`src/rtl/rll_ctrl_pkg.sv`:
```
// Shared types and default dimensions for the logic-locked netlist query controller.
package rll_ctrl_pkg;

    localparam int KEY_W_DEF  = 32;
    localparam int PI_W_DEF   = 36;
    localparam int PO_W_DEF   = 7;
    localparam int SETTLE_MIN = 1;
    localparam int SETTLE_MAX = 15;
    localparam int SETTLE_W   = 4;

    typedef enum logic [2:0] {
        ST_IDLE,
        ST_LOAD,
        ST_READY,
        ST_SETTLE,
        ST_RESP
    } rll_state_t;

endpackage

```
`src/rtl/rll_key_shifter.sv`:
```
// Serial key shadow register with bit counter; commits the full key atomically
// on the last valid beat so the netlist never sees a partial key.
module rll_key_shifter #(
    parameter int KEY_W = 32
) (
    input  logic             clk,
    input  logic             rst_n,
    input  logic             clear,
    input  logic             beat,
    input  logic             sdi,
    output logic [KEY_W-1:0] key_out,
    output logic             commit
);
    localparam int BW = (KEY_W > 1) ? $clog2(KEY_W) : 1;

    logic [KEY_W-1:0] shadow_q, shadow_d;
    logic [KEY_W-1:0] key_q, key_d;
    logic [BW-1:0]    bitcnt_q, bitcnt_d;

    always_comb begin
        shadow_d = shadow_q;
        bitcnt_d = bitcnt_q;
        key_d    = key_q;
        commit   = 1'b0;
        if (clear) begin
            shadow_d = '0;
            bitcnt_d = '0;
        end else if (beat) begin
            shadow_d[bitcnt_q] = sdi;
            if (bitcnt_q == BW'(KEY_W - 1)) begin
                // the final bit lands in the committed key on the same edge
                commit   = 1'b1;
                bitcnt_d = '0;
                key_d    = shadow_d;
            end else begin
                bitcnt_d = bitcnt_q + 1'b1;
            end
        end
    end

    always_ff @(posedge clk or negedge rst_n) begin
        if (!rst_n) begin
            shadow_q <= '0;
            bitcnt_q <= '0;
            key_q    <= '0;
        end else begin
            shadow_q <= shadow_d;
            bitcnt_q <= bitcnt_d;
            key_q    <= key_d;
        end
    end

    assign key_out = key_q;

endmodule

```
`src/rtl/rll_key_query_ctrl.sv`:
```
// Key-load and query sequencer in front of a combinational logic-locked netlist:
// drives key/inputs, waits a settle time, captures and returns the outputs.
//
// state     | meaning
// ----------+------------------------------------------------------------
// ST_IDLE   | no key yet; queries ignored
// ST_LOAD   | shifting key bits into the shadow register
// ST_READY  | key committed; accepting a query
// ST_SETTLE | netlist inputs driven; settle timer counting down
// ST_RESP   | captured outputs held until the requester takes them
module rll_key_query_ctrl
    import rll_ctrl_pkg::*;
#(
    parameter int KEY_W  = KEY_W_DEF,
    parameter int PI_W   = PI_W_DEF,
    parameter int PO_W   = PO_W_DEF,
    parameter int SETTLE = 2,
    parameter int CNT_W  = 16
) (
    input  logic             clk,
    input  logic             rst_n,
    input  logic             key_load_start,
    input  logic             key_sdi,
    input  logic             key_sdi_valid,
    input  logic             query_valid,
    output logic             query_ready,
    input  logic [PI_W-1:0]  query_pi,
    output logic             resp_valid,
    input  logic             resp_ready,
    output logic [PO_W-1:0]  resp_po,
    output logic [KEY_W-1:0] key_out,
    output logic [PI_W-1:0]  pi_out,
    input  logic [PO_W-1:0]  po_in,
    output logic             key_loaded,
    output logic [CNT_W-1:0] query_count
);
    rll_state_t          state_q, state_d;
    logic [PI_W-1:0]     pi_q, pi_d;
    logic [PO_W-1:0]     resp_po_q, resp_po_d;
    logic                resp_valid_q, resp_valid_d;
    logic [SETTLE_W-1:0] settle_q, settle_d;
    logic [CNT_W-1:0]    cnt_q, cnt_d;
    logic                key_loaded_q, key_loaded_d;
    logic                query_ready_q, query_ready_d;
    logic                key_clear, key_beat, key_commit;

    // a load request is honoured only where a key load may begin or restart
    assign key_clear = key_load_start &&
                       (state_q == ST_IDLE || state_q == ST_LOAD || state_q == ST_READY);
    assign key_beat  = key_sdi_valid && (state_q == ST_LOAD);

    rll_key_shifter #(.KEY_W(KEY_W)) u_key_shifter (
        .clk     (clk),
        .rst_n   (rst_n),
        .clear   (key_clear),
        .beat    (key_beat),
        .sdi     (key_sdi),
        .key_out (key_out),
        .commit  (key_commit)
    );

    always_comb begin
        state_d      = state_q;
        pi_d         = pi_q;
        resp_po_d    = resp_po_q;
        resp_valid_d = resp_valid_q;
        settle_d     = settle_q;
        cnt_d        = cnt_q;
        key_loaded_d = key_loaded_q;
        case (state_q)
            ST_IDLE: begin
                if (key_load_start) state_d = ST_LOAD;
            end
            ST_LOAD: begin
                if (key_commit) begin
                    key_loaded_d = 1'b1;
                    state_d      = ST_READY;
                end
            end
            ST_READY: begin
                if (key_load_start) begin
                    key_loaded_d = 1'b0;
                    state_d      = ST_LOAD;
                end else if (query_valid && query_ready_q) begin
                    pi_d     = query_pi;
                    settle_d = SETTLE_W'(SETTLE);
                    state_d  = ST_SETTLE;
                end
            end
            ST_SETTLE: begin
                settle_d = settle_q - 1'b1;
                if (settle_q == SETTLE_W'(1)) begin
                    resp_po_d    = po_in;
                    resp_valid_d = 1'b1;
                    state_d      = ST_RESP;
                end
            end
            ST_RESP: begin
                if (resp_ready) begin
                    resp_valid_d = 1'b0;
                    if (cnt_q != '1) cnt_d = cnt_q + 1'b1;
                    state_d = ST_READY;
                end
            end
            default: state_d = ST_IDLE;
        endcase
        query_ready_d = (state_d == ST_READY);
    end

    always_ff @(posedge clk or negedge rst_n) begin
        if (!rst_n) begin
            state_q       <= ST_IDLE;
            pi_q          <= '0;
            resp_po_q     <= '0;
            resp_valid_q  <= 1'b0;
            settle_q      <= '0;
            cnt_q         <= '0;
            key_loaded_q  <= 1'b0;
            query_ready_q <= 1'b0;
        end else begin
            state_q       <= state_d;
            pi_q          <= pi_d;
            resp_po_q     <= resp_po_d;
            resp_valid_q  <= resp_valid_d;
            settle_q      <= settle_d;
            cnt_q         <= cnt_d;
            key_loaded_q  <= key_loaded_d;
            query_ready_q <= query_ready_d;
        end
    end

    assign query_ready = query_ready_q;
    assign resp_valid  = resp_valid_q;
    assign resp_po     = resp_po_q;
    assign pi_out      = pi_q;
    assign key_loaded  = key_loaded_q;
    assign query_count = cnt_q;

endmodule

```
`config.mk`:
```
export PLATFORM = sky130hd
export DESIGN_NAME = rll_key_query_ctrl
export DESIGN_NICKNAME = d
export VERILOG_FILES = /design/src/rtl/rll_ctrl_pkg.sv /design/src/rtl/rll_key_shifter.sv /design/src/rtl/rll_key_query_ctrl.sv
export SDC_FILE = /design/constraint.sdc
export NUM_CORES = 1
export LEC_CHECK = 0
export ABC_AREA = 1
export BUFFER_PORTS_ARGS = -buffer_cell sky130_fd_sc_hd__buf_4
export CAP_MARGIN = 15
export CORE_ASPECT_RATIO = 1.1
export CORE_MARGIN = 5
export CORE_UTILIZATION = 51
export CTS_BUF_LIST = sky130_fd_sc_hd__clkbuf_8
export DETAILED_ROUTE_END_ITERATION = 10
export PLACE_DENSITY = 0.78
export REMOVE_ABC_BUFFERS = 1
export SKIP_CTS_REPAIR_TIMING = 1
export SLEW_MARGIN = 0
export SYNTH_ARGS = -nofsm -noshare
export SYNTH_HDL_FRONTEND = slang
export SYNTH_SLANG_ARGS = --single-unit
```
`constraint.sdc`:
```
create_clock -name clk -period 1.9 [get_ports clk]
set_input_delay 0.38 -clock clk [delete_from_list [all_inputs] [get_ports clk]]
set_output_delay 0.38 -clock clk [all_outputs]
set_load 0.02 [all_outputs]
```
# After elaboration in Yosys (flattened, before gate mapping)

Index checks and enable logic that the tools add are counted.

Bits in registers: 138
Latch bits: 0
Bits in writable memories: 0
Bits in read-only memories: 0
Bits of input ports: 50
Output and inout bits: 94
Logic and storage cells: 77
Memories: 0

Add/subtract/negate cells: 3
$mul: 0
Divide/modulo/power cells: 0
Order comparisons: 2
Eq/ne operators: 14
Shift operators: 0
Multiplexer cells: 27
Bitwise logic cells: 2
Reduce and logical (&&, ||, !) cells: 18

Operators with widths:

| kind                                                       | number |
|---|---|
| two-way mux 32 bit                                         | 2 |
| bitwise mux 32 bit                                         | 1 |
| two-way mux 3 bit                                          | 6 |
| AND reduction 3 bit                                        | 6 |
| adder 16 x 1 -> 16 bit, second input constant              | 1 |
| != test 16 bit, second input constant                      | 1 |
| two-way mux 5 bit                                          | 3 |
| case mux 3 bit (5 select lines)                            | 1 |
| != test 2 bit, second input constant                       | 5 |
| == test 3 x 2 -> 1 bit, second input constant              | 3 |
| two-way mux 1 bit                                          | 8 |
| two-way mux 4 bit                                          | 2 |
| case mux 4 bit (2 select lines)                            | 1 |
| nonzero test 2 bit                                         | 4 |
| less-than comparator 5 x 6 -> 1 bit, second input constant | 1 |
| adder 5 x 1 -> 5 bit, second input constant                | 1 |
| demux 1 bit (select 5 bit)                                 | 1 |
| == test 5 bit, second input constant                       | 1 |
| >= comparator 5 x 1 -> 1 bit, second input constant        | 1 |
| == test 4 x 1 -> 1 bit, second input constant              | 1 |
| logical AND 1 bit                                          | 4 |
| case mux 1 bit (2 select lines)                            | 2 |
| subtractor 4 x 1 -> 4 bit, second input constant           | 1 |
| == test 3 x 1 -> 1 bit, second input constant              | 1 |
| other kinds (6)                                            | 8 |

# Longest topological paths before layout

Gate-level depths: netlist of run 1.

Depth after elaboration: 8
Depth in mapped cells: 12
Mapped depth without buffers: 9

# Hierarchy

From an unflattened synthesis of run 1, not the netlist that was laid out.

Cell total of the unflattened synthesis: 852
Area total of the unflattened synthesis: 6877.8 um^2

Modules (own cells, without submodules):

| module             | instances | cells each | area an instance (um^2) | sequential area each (um^2) |
|---|---|---|---|---|
| rll_key_shifter    | 1         | 461        | 3668.5                  | 1726.7 |
| rll_key_query_ctrl | 1         | 391        | 3209.3                  | 1726.7 |

# Worst setup path before layout of run 1

No wires, ideal clock.

Path kind: register -> register
From: register u_key_shifter.bitcnt_q[0]
To: register u_key_shifter.key_q[10] (netlist: u_key_shifter.key_out[10])
Library setup time: 0.132 ns
Arrival: 1.678 ns
Data required time: 1.768 ns
Setup slack: 0.090 ns
Cell stages (with the launch flop): 13
Buffers on the path: 3
Period minus slack after synthesis: 1.810 ns
Cells stage by stage: dfrtp_1 ha_1 buf_2 nand2_1 nor2_1 ha_1 nand2_2 nor2_4 inv_2 buf_6 buf_6 nand2_1 o21ai_1

Word-level cells in the longest chain between the ends: 5
Elaborated cells on any way between the ends: 8
Classes of those cells: order compare: 2; eq/ne: 1; mux: 3; reduce/logical: 2

RTL lines:

| item                                                                                                      | line                  | text |
|---|---|---|
| start, declared                                                                                           | rll_key_shifter.sv:18 | `logic [BW-1:0] bitcnt_q, bitcnt_d;` |
| start signal, assigned                                                                                    | rll_key_shifter.sv:48 | `bitcnt_q <= bitcnt_d;` |
| less-than comparator 5 x 6 -> 1 bit (not written as such) or >= comparator 5 x 1 -> 1 bit (tied branches) | rll_key_shifter.sv:29 | `shadow_d[bitcnt_q] = sdi;` |
| logical AND 1 bit (not written as such)                                                                   | rll_key_shifter.sv:29 |  |
| two-way mux 1 bit (not written as such)                                                                   | rll_key_shifter.sv:29 |  |
| demux 1 bit (select 5 bit)                                                                                | --                    |  |
| bitwise mux 32 bit                                                                                        | rll_key_shifter.sv:29 |  |
| end signal, assigned                                                                                      | rll_key_shifter.sv:49 | `key_q <= key_d;` |
| end, declared                                                                                             | rll_key_shifter.sv:17 | `logic [KEY_W-1:0] key_q, key_d;` |

Several ways; a longest one is shown, not always the timed one.
A chain may end at the register's enable or synchronous reset.

# Final worst setup path of run 1

From: register state_q[2]
To: register pi_q[33] (netlist: pi_out[33])

Word-level cells in the longest chain between the ends: 2

RTL lines:

| item                                 | line                      | text |
|---|---|---|
| start, declared                      | rll_key_query_ctrl.sv:37  | `rll_state_t state_q, state_d;` |
| start signal, assigned               | rll_key_query_ctrl.sv:121 | `state_q <= state_d;` |
| == test 3 x 2 -> 1 bit               | rll_key_query_ctrl.sv:70  | `case (state_q)` |
| AND reduction 3 bit (no source line) | --                        |  |
| end signal, assigned                 | rll_key_query_ctrl.sv:122 | `pi_q <= pi_d;` |
| end, declared                        | rll_key_query_ctrl.sv:38  | `logic [PI_W-1:0] pi_q, pi_d;` |

No other way between the ends.

==> flow_summary.ini, run 1 <==
[grt]
total_global_routing_track_utilization = 0.220
grt_pass1_wl_um = 26000
largest_net_degree_at_the_start_of_global_routing = 54
grt_overflow = 0
vias_in_the_first_global_route = 5493
antenna_violations_before_repair = 0

[layout]
finalNetCount = 995
n_antenna_cell = 0
final_layout_size_suffix_gt1_frac = 0.229
layoutNonFillerInstCount = 1104
fill_count = 1023
area_delta_synth_final_pct = 28.3

[setup_path]
criticalPathCategory = register to register
cp_most_frequent_cell = nand2_1
critical_path.slowest_cell = dfrtp_1
cp_cell_sequence = nor2_1 > nand3_1 > nand2_1 > clkinv_1 > buf_12 > nand2_1 > nand2_1
timing.critical_path.slowest_cell_delay_ns = 0.44
worst_setup_path_endpoint = pi_out[33]
reg2reg_slack_ns = 0.15
crit_arrival_ns = 2.08
worstReg2RegEnd = pi_out[33]
critical_path.startpoint_type = register
end_kind = register
rr_startpoint = state_q[2]
worst-r2r-cell-count = 7
timing.critical_path.from = state_q[2]
critPathRequiredTime_ns = 2.24
critical_path_peak_fanout = 24

[power]
switch_share = 0.236
cellLeakagePower_nw = 4.31
ir_worst_vdd_uv = 600
intPower_mw = 4.61
seq_power_share = 0.494
power.share.combinational = 0.073
power.share.clock = 0.433
net_switching_power_mw = 1.43
pwr_density_cell_nw_per_um2 = 744

[synthesis]
ys_async_sr_fraction = 1.00
avgSynthCellArea_sq_um = 8.12
post_synth_instance_area_sq_um = 6330
synthTopCellsByArea = dfrtp_1 55%, nand2_1 19%, o21ai_0 5.1%, inv_1 4.1%, nand3_1 2.9%
synthesis.instances = 779
netlist.top_cell.by_area = dfrtp_1
synth.ff_latch_count = 138
synth.yosys.warnings = 0
netlist_top_cells_count = 321 x nand2_1, 138 x dfrtp_1, 69 x inv_1, 64 x o21ai_0, 37 x nand3_1
top_ff_cell_synth = dfrtp_1
synthDistinctLibCells = 25
post_synth_edffs = 0
synth_top_cell_area_share = 0.546
synth-seq-area-share = 0.546
synthMostInstantiatedCell = nand2_1

[timing]
setup_viol_count_final = 0
tightest_slew_ns = 0.506
worst_slew_margin_rel = 0.662
fin_worst_skew_ns = 0.00990
rsz0062_at_grt = yes
period_needed_ns = 1.75
max_freq_mhz = 573
finalMaxSlewViolations = 0
hold-worst-slack_ns = 0.127
period_share = 0.919
hold_viol_final = 0

[placed_design]
place_hpwl_um = 11200
gp_routability_congestion = 0.899
port_buffers = 143
dp_cells = 1069

[clock_network]
number_of_buffers_added_by_the_clock_tree_synthesis_step = 17
insertion_delay_ns = 0.44
root_buffer = clkbuf_8
tritoncts = built
clk_transition_reported_paths_ns = 0.08
clock_path_buffers = 2
cts.htree.levels = 4
clock_sinks = 138

[run_status]
status = completed

[routing]
avgViaCountPerCell = 5.01
wirelength_um = 15500
avgRoutedWirePerCell_um = 14.0
via_count = 5528
final_antenna_violating_net_count = 0
number_of_drc_markers_in_iteration_0 = 342
first_pass_iters = 6
drc = 0

[die]
initial_cell_density_of_the_core = 0.524
floorplan.die_area_sq_um = 14700
core_sq_um = 12100
horizontal_die_dimension_um = 116
die_h_um = 127
std_cell_rows = 42
i_o_pin_cnt = 144

[min_path]
classification_of_the_worst_slack_hold_path = input port to register

[run]
cap_viol_max_count = 0
## how the worst min path moves through the flow
stage	cells after the start	endpoint	from
after floorplan	0	key_loaded	rst_n
final	2	state_q[2]	resp_ready
after global placement	1	query_count[9]	rst_n
after global routing	3	pi_out[7]	query_pi[7]
after detailed placement	1	query_count[9]	rst_n
after CTS	1	resp_po[3]	rst_n
## flip-flops by register name, summed over array words and instances (netlist names)
name and count:
u_key_shifter.bitcnt_q 5, resp_po 7, key_loaded 1, resp_valid 1, u_key_shifter.shadow_q 32, query_ready 1, state_q 3, settle_q 4
pi_out 36, query_count 16, u_key_shifter.key_out 32
## cell families after synthesis
logic type / Yosys count / synth area share
AND/OR/NAND/NOR: 410 / 0.259
flip-flops: 138 / 0.546
AO/OA/AOI/OAI: 108 / 0.0933
buffers and inverters: 104 / 0.0714
XOR/XNOR: 11 / 0.0152
adder cells (fa/ha/maj): 8 / 0.0158
## power by group through the flow
stage	clock [mW]	combinational, mW	sequential (mW)
3_5_place_dp	0	0.443	3.04
2_1_floorplan	0	0.186	3.04
4_1_cts	2.66	0.444	2.98
5_1_grt	2.80	0.491	2.98
6_report	2.62	0.441	2.98
3_3_place_gp	0	0.438	3.04
## metrics by stage
stage	instance area, sq um	util	worst slack (ns)	power (mW)	TNS, ns
2_1_floorplan	6150	-	-0.545	3.23	-21.21
3_3_place_gp	7660	0.634	0.164	3.48	0
3_5_place_dp	7660	0.634	0.104	3.48	0
4_1_cts	8100	0.670	0.0635	6.08	0
5_1_grt	8120	0.672	-0.0334	6.28	-0.176
6_report	8120	0.672	0.155	6.04	0
## worst max-delay path: cells and delay by family, from the launching register on
| family | cells | cell delay [ns] |
|---|---|---|
| buffers and inverters | 2 | 0.64 |
| flip-flops | 1 | 0.44 |
| AND/OR/NAND/NOR | 5 | 0.56 |
## cell type report
type,count,area (sq um),area share
sequential,138,3450,0.425
multi-input combinational,537,2420,0.298
timing repair buffer,169,1340,0.165
inverter,74,278,0.0342
clock buffer,19,262,0.0322
tap,154,193,0.0237
clock inverter,13,174,0.0214
## routing by layer
layer	track usage	wire length (um)	vias up
met5	0	0	-
met4	0.0676	180	0
met3	0.0762	1150	18
met2	0.359	7680	157
met1	0.276	6470	2578
li1	-	-	2775
## placed cells by master, fill, tap and decap left out, drive strengths merged
cell	synthesis	routed
ha	8	8
clkinv	1	8
xor2	10	10
or2	1	1
nand4	7	7
a21oi	3	3
bufinv	0	4
clkinvlp	0	2
inv	73	73
buf	24	168
nor3	6	6
clkbuf	6	19
o21ai	86	86
dlygate4sd3	0	1
nand3	38	38
xnor2	1	1
dfrtp	138	138
nor2	35	35
o22ai	19	19
nand2	323	323
Note: power is estimated with default switching activity, not from simulation.
==> run 2: changes to the inputs <==
BUFFER_PORTS_ARGS = unset   (was -buffer_cell sky130_fd_sc_hd__buf_4)
CORE_UTILIZATION = 59   (was 51)
DONT_BUFFER_PORTS = 1   (was unset)
PLACE_DENSITY = 0.77   (was 0.78)
==> flow_summary.ini, run 2 (synthesis gave the netlist of run 1 again) <==
[routing]
drc = 0
met3WireLength_um = 1450
dr.max_layer_used = met4
wirelength_um = 14700
avgViaCountPerCell = 5.45
drt-met1-wl_um = 5810
final_antenna_violating_net_count = 0
via_count = 5189
number_of_drc_markers_in_iteration_0 = 339
met2RoutedLength_um = 7140
avgRoutedWirePerCell_um = 15.4
first_pass_iters = 6

[min_path]
classification_of_the_worst_slack_hold_path = input port to async pin

[setup_path]
critical_path.startpoint_type = register
criticalPathCategory = register to register
critPathRequiredTime_ns = 2.21
end_kind = register
crit_arrival_ns = 2.07
worst-r2r-cell-count = 10
critical_path_peak_fanout = 26

[timing]
period_share = 0.926
fin_worst_skew_ns = 0.00942
fin_ws_ns = 0.140
max_freq_mhz = 568
hold-worst-slack_ns = -0.368
worst_slew_margin_rel = 0.748
setup_viol_count_final = 0
finalMaxSlewViolations = 0
period_needed_ns = 1.76
hold_viol_final = 138
tightest_slew_ns = 0.377

[grt]
largest_net_degree_at_the_start_of_global_routing = 139
grt_pass1_wl_um = 24900
grt_overflow = 0
antenna_violations_before_repair = 0
total_global_routing_track_utilization = 0.243
vias_in_the_first_global_route = 5264

[die]
std_cell_rows = 39
core_sq_um = 10400
horizontal_die_dimension_um = 109
floorplan.die_area_sq_um = 12900
i_o_pin_cnt = 144
die_h_um = 119
initial_cell_density_of_the_core = 0.606

[layout]
largest_register_ffs = 36
final_layout_size_suffix_gt1_frac = 0.0939
most_used_cells_in_the_layout_excluding_fill_and_tap_cells = 321 x nand2_1, 138 x dfrtp_1, 71 x inv_1
layout_commonest_cell = nand2_1
n_antenna_cell = 0
finalNetCount = 854
post_route_cell_area_sq_um = 7040
area_delta_synth_final_pct = 11.3

[placed_design]
place_hpwl_um = 10400
gp_routability_congestion = 0.884
place_worst_setup_slack_ns = 0.0197
post_dp_cell_area_sq_um = 6580
port_buffers = 0

[clock_network]
insertion_delay_ns = 0.44
root_buffer = clkbuf_8
tritoncts = built
clk_transition_reported_paths_ns = 0.08
clock_sinks = 138
number_of_buffers_added_by_the_clock_tree_synthesis_step = 17
clock_path_buffers = 2
cts.htree.levels = 4

[power]
cellLeakagePower_nw = 3.59
total_power_mw = 5.93
ir_worst_vdd_uv = 519
pwr_density_cell_nw_per_um2 = 842

[run_status]
violations = hold timing
status = complete, but fails checks

[run]
cap_viol_max_count = 0
[run 2: metrics by stage]
stage	TNS, ns	utilization	cells
6_report	0	0.674	952
5_1_grt	-0.0401	0.674	952
4_1_cts	-0.00695	0.673	950
3_5_place_dp	0	0.630	918
3_3_place_gp	0	0.630	918
2_1_floorplan	-21.21	-	749
[run 2: path summary, 6_finish.rpt]
kind / startpoint / to / slack (ns)
worst min-delay path: rst_n / resp_po[2] / -0.37
min in group clk: query_pi[26] / pi_out[26] / 0.05
worst min register to register: u_key_shifter.shadow_q[16] / u_key_shifter.shadow_q[16] / 0.49
worst max register to register: u_key_shifter.bitcnt_q[0] / u_key_shifter.key_out[18] / 0.14
worst max-delay path: u_key_shifter.bitcnt_q[0] / u_key_shifter.key_out[18] / 0.14
max in group asynchronous: rst_n / pi_out[10] / 2.01
[run 2: final cells by class]
cell class / instances / area (sq um)
Sequential cell: 138 / 3450
Fill cell: 868 / 3400
Multi-Input combinational cell: 537 / 2420
Inverter: 74 / 280
Clock buffer: 20 / 275
Timing Repair Buffer: 28 / 260
Tap cell: 143 / 179
Clock inverter: 12 / 171
[run 2: worst max-delay path: stages (launching register included)]
cell and delay [ns]:
dfrtp_1 0.40, ha_1 0.19, nand2_1 0.09, nor2_1 0.10
ha_1 0.20, nand2_2 0.09, nor2_4 0.14, inv_4 0.10
buf_12 0.17, nand2_1 0.06, o21ai_0 0.08
[run 2: report_power, final]
part | internal (mW) | leakage, nW | switching, mW | total [mW]
combinational | 0.0863 | 1.55 | 0.210 | 0.296
clock | 1.53 | 0.220 | 1.12 | 2.65
sequential | 2.96 | 1.82 | 0.0212 | 2.98
total | 4.58 | 3.59 | 1.35 | 5.93
[run 2: layer usage]
layer  up-vias  track usage
met5         -            0
met1      2444        0.302
met3        30       0.0976
li1       2494            -
met4         0       0.0821
met2       221        0.384
==> run 3: changes to the inputs <==
CORE_UTILIZATION = 45   (was 59)
PLACE_DENSITY = 0.61   (was 0.77)
==> flow_summary.ini, run 3 (synthesis gave the netlist of run 1 again) <==
[setup_path]
crit_arrival_ns = 2.06
worst-r2r-cell-count = 10
timing.critical_path.slowest_cell_delay_ns = 0.41
critical_path.slowest_cell = dfrtp_1
critical_path.startpoint_type = register
criticalPathCategory = register to register
critical_path_peak_fanout = 47
critPathRequiredTime_ns = 2.21
end_kind = register
cp_cell_sequence = ha_1 > nand2_1 > nor2_1 > ha_1 > nand2_2 > nor2_4 > inv_2 > buf_12 > nand2_1 > o21ai_0

[clock_network]
clock_sinks = 138
root_buffer = clkbuf_8
cts.htree.levels = 4
clock_path_buffers = 2
tritoncts = built
insertion_delay_ns = 0.44
number_of_buffers_added_by_the_clock_tree_synthesis_step = 17
clk_transition_reported_paths_ns = 0.08

[placed_design]
place_hpwl_um = 10800
gp_routability_congestion = 0.862
place_worst_setup_slack_ns = 0.0617
port_buffers = 0
post_dp_cell_area_sq_um = 6650

[timing]
rsz0062_at_grt = no
fin_ws_ns = 0.153
finalMaxSlewViolations = 0
period_needed_ns = 1.75
setup_viol_count_final = 0
final.setup.tns_ns = 0
period_share = 0.919
hold-worst-slack_ns = -0.373
worst_slew_margin_rel = 0.729
max_freq_mhz = 572
fin_worst_skew_ns = 0.0110
tightest_slew_ns = 0.407
hold_viol_final = 138

[layout]
area_delta_synth_final_pct = 11.5
final_layout_size_suffix_gt1_frac = 0.0974
layout_commonest_cell = nand2_1
most_used_cells_in_the_layout_excluding_fill_and_tap_cells = 321 x nand2_1, 138 x dfrtp_1, 70 x inv_1
largest_register_ffs = 36
finish.utilization = 0.512
n_antenna_cell = 0
fill_count = 1303
post_route_cell_area_sq_um = 7060
finalNetCount = 856

[power]
intPower_mw = 4.27
seq_power_share = 0.531
cellLeakagePower_nw = 3.58
net_switching_power_mw = 1.35
pwr_density_cell_nw_per_um2 = 797
ir_worst_vdd_uv = 461
power.share.clock = 0.414
switch_share = 0.241
power.share.combinational = 0.055

[grt]
grt_pass1_wl_um = 25100
antenna_violations_before_repair = 0
largest_net_degree_at_the_start_of_global_routing = 139
vias_in_the_first_global_route = 5121
grt_overflow = 0
total_global_routing_track_utilization = 0.191

[die]
std_cell_rows = 45
floorplan.die_area_sq_um = 16500
horizontal_die_dimension_um = 123
initial_cell_density_of_the_core = 0.459
die_h_um = 134
core_sq_um = 13800
i_o_pin_cnt = 144

[routing]
drc = 0
final_antenna_violating_net_count = 0
wirelength_um = 15000
first_pass_iters = 4
avgRoutedWirePerCell_um = 15.0
avgViaCountPerCell = 5.03
number_of_drc_markers_in_iteration_0 = 287
via_count = 5026

[run_status]
violations = hold timing
status = complete, but fails checks

[run]
cap_viol_max_count = 0

[min_path]
classification_of_the_worst_slack_hold_path = input port to async pin
## run 3: cell count changes in the layout (fill, tap and decap cells not counted), sizes merged
cell      change
buf           +2
bufinv        -3
clkbuf        +2
clkinv        +3
clkinvlp      -2
## run 3: per-layer routing
metal  vias up  routed length [um]  GRT usage
met5         -                   0          0
met4         0                 233     0.0658
li1       2498                   -          -
met3        19                1210     0.0650
met1      2348                6140      0.232
met2       161                7450      0.317
## run 3: per-stage QoR
stage,total power [mW],cells
after CTS,5.69,997
after global placement,3.34,965
after floorplan,3.23,749
final,5.62,999
after global routing,5.86,999
after detailed placement,3.35,965
## run 3: final timing paths
kind / start / to / slack [ns]
max: u_key_shifter.bitcnt_q[1] / u_key_shifter.key_out[18] / 0.15
min: rst_n / resp_po[3] / -0.37
max reg2reg: u_key_shifter.bitcnt_q[1] / u_key_shifter.key_out[18] / 0.15
min reg2reg: u_key_shifter.shadow_q[23] / u_key_shifter.shadow_q[23] / 0.48
max in group asynchronous: rst_n / pi_out[24] / 2.10
min in group clk: resp_ready / state_q[2] / 0.04
## run 3: cell type report
cell class                 instances  area [sq um]  area share
tap                              188           235      0.0333
clock buffer                      22           303      0.0429
multi-input combinational        537          2420       0.343
sequential                       138          3450       0.489
timing repair buffer              30           275      0.0390
clock inverter                    10          90.1      0.0128
inverter                          74           278      0.0394
## run 3: power groups by stage
stage                     logic (mW)  clock network [mW]  registers, mW
after detailed placement       0.309                   0           3.04
after global routing           0.347                2.52           2.99
after CTS                      0.311                2.40           2.98
after global placement         0.303                   0           3.04
after floorplan                0.186                   0           3.04
final                          0.312                2.33           2.98
## run 3: worst max-delay path: cells and delay by family, from the launching register on
| family | cells | cell delay (ns) |
|---|---|---|
| buffers and inverters | 2 | 0.23 |
| adder cells (fa/ha/maj) | 2 | 0.38 |
| AND/OR/NAND/NOR | 5 | 0.48 |
| AO/OA/AOI/OAI | 1 | 0.08 |
| flip-flops | 1 | 0.41 |
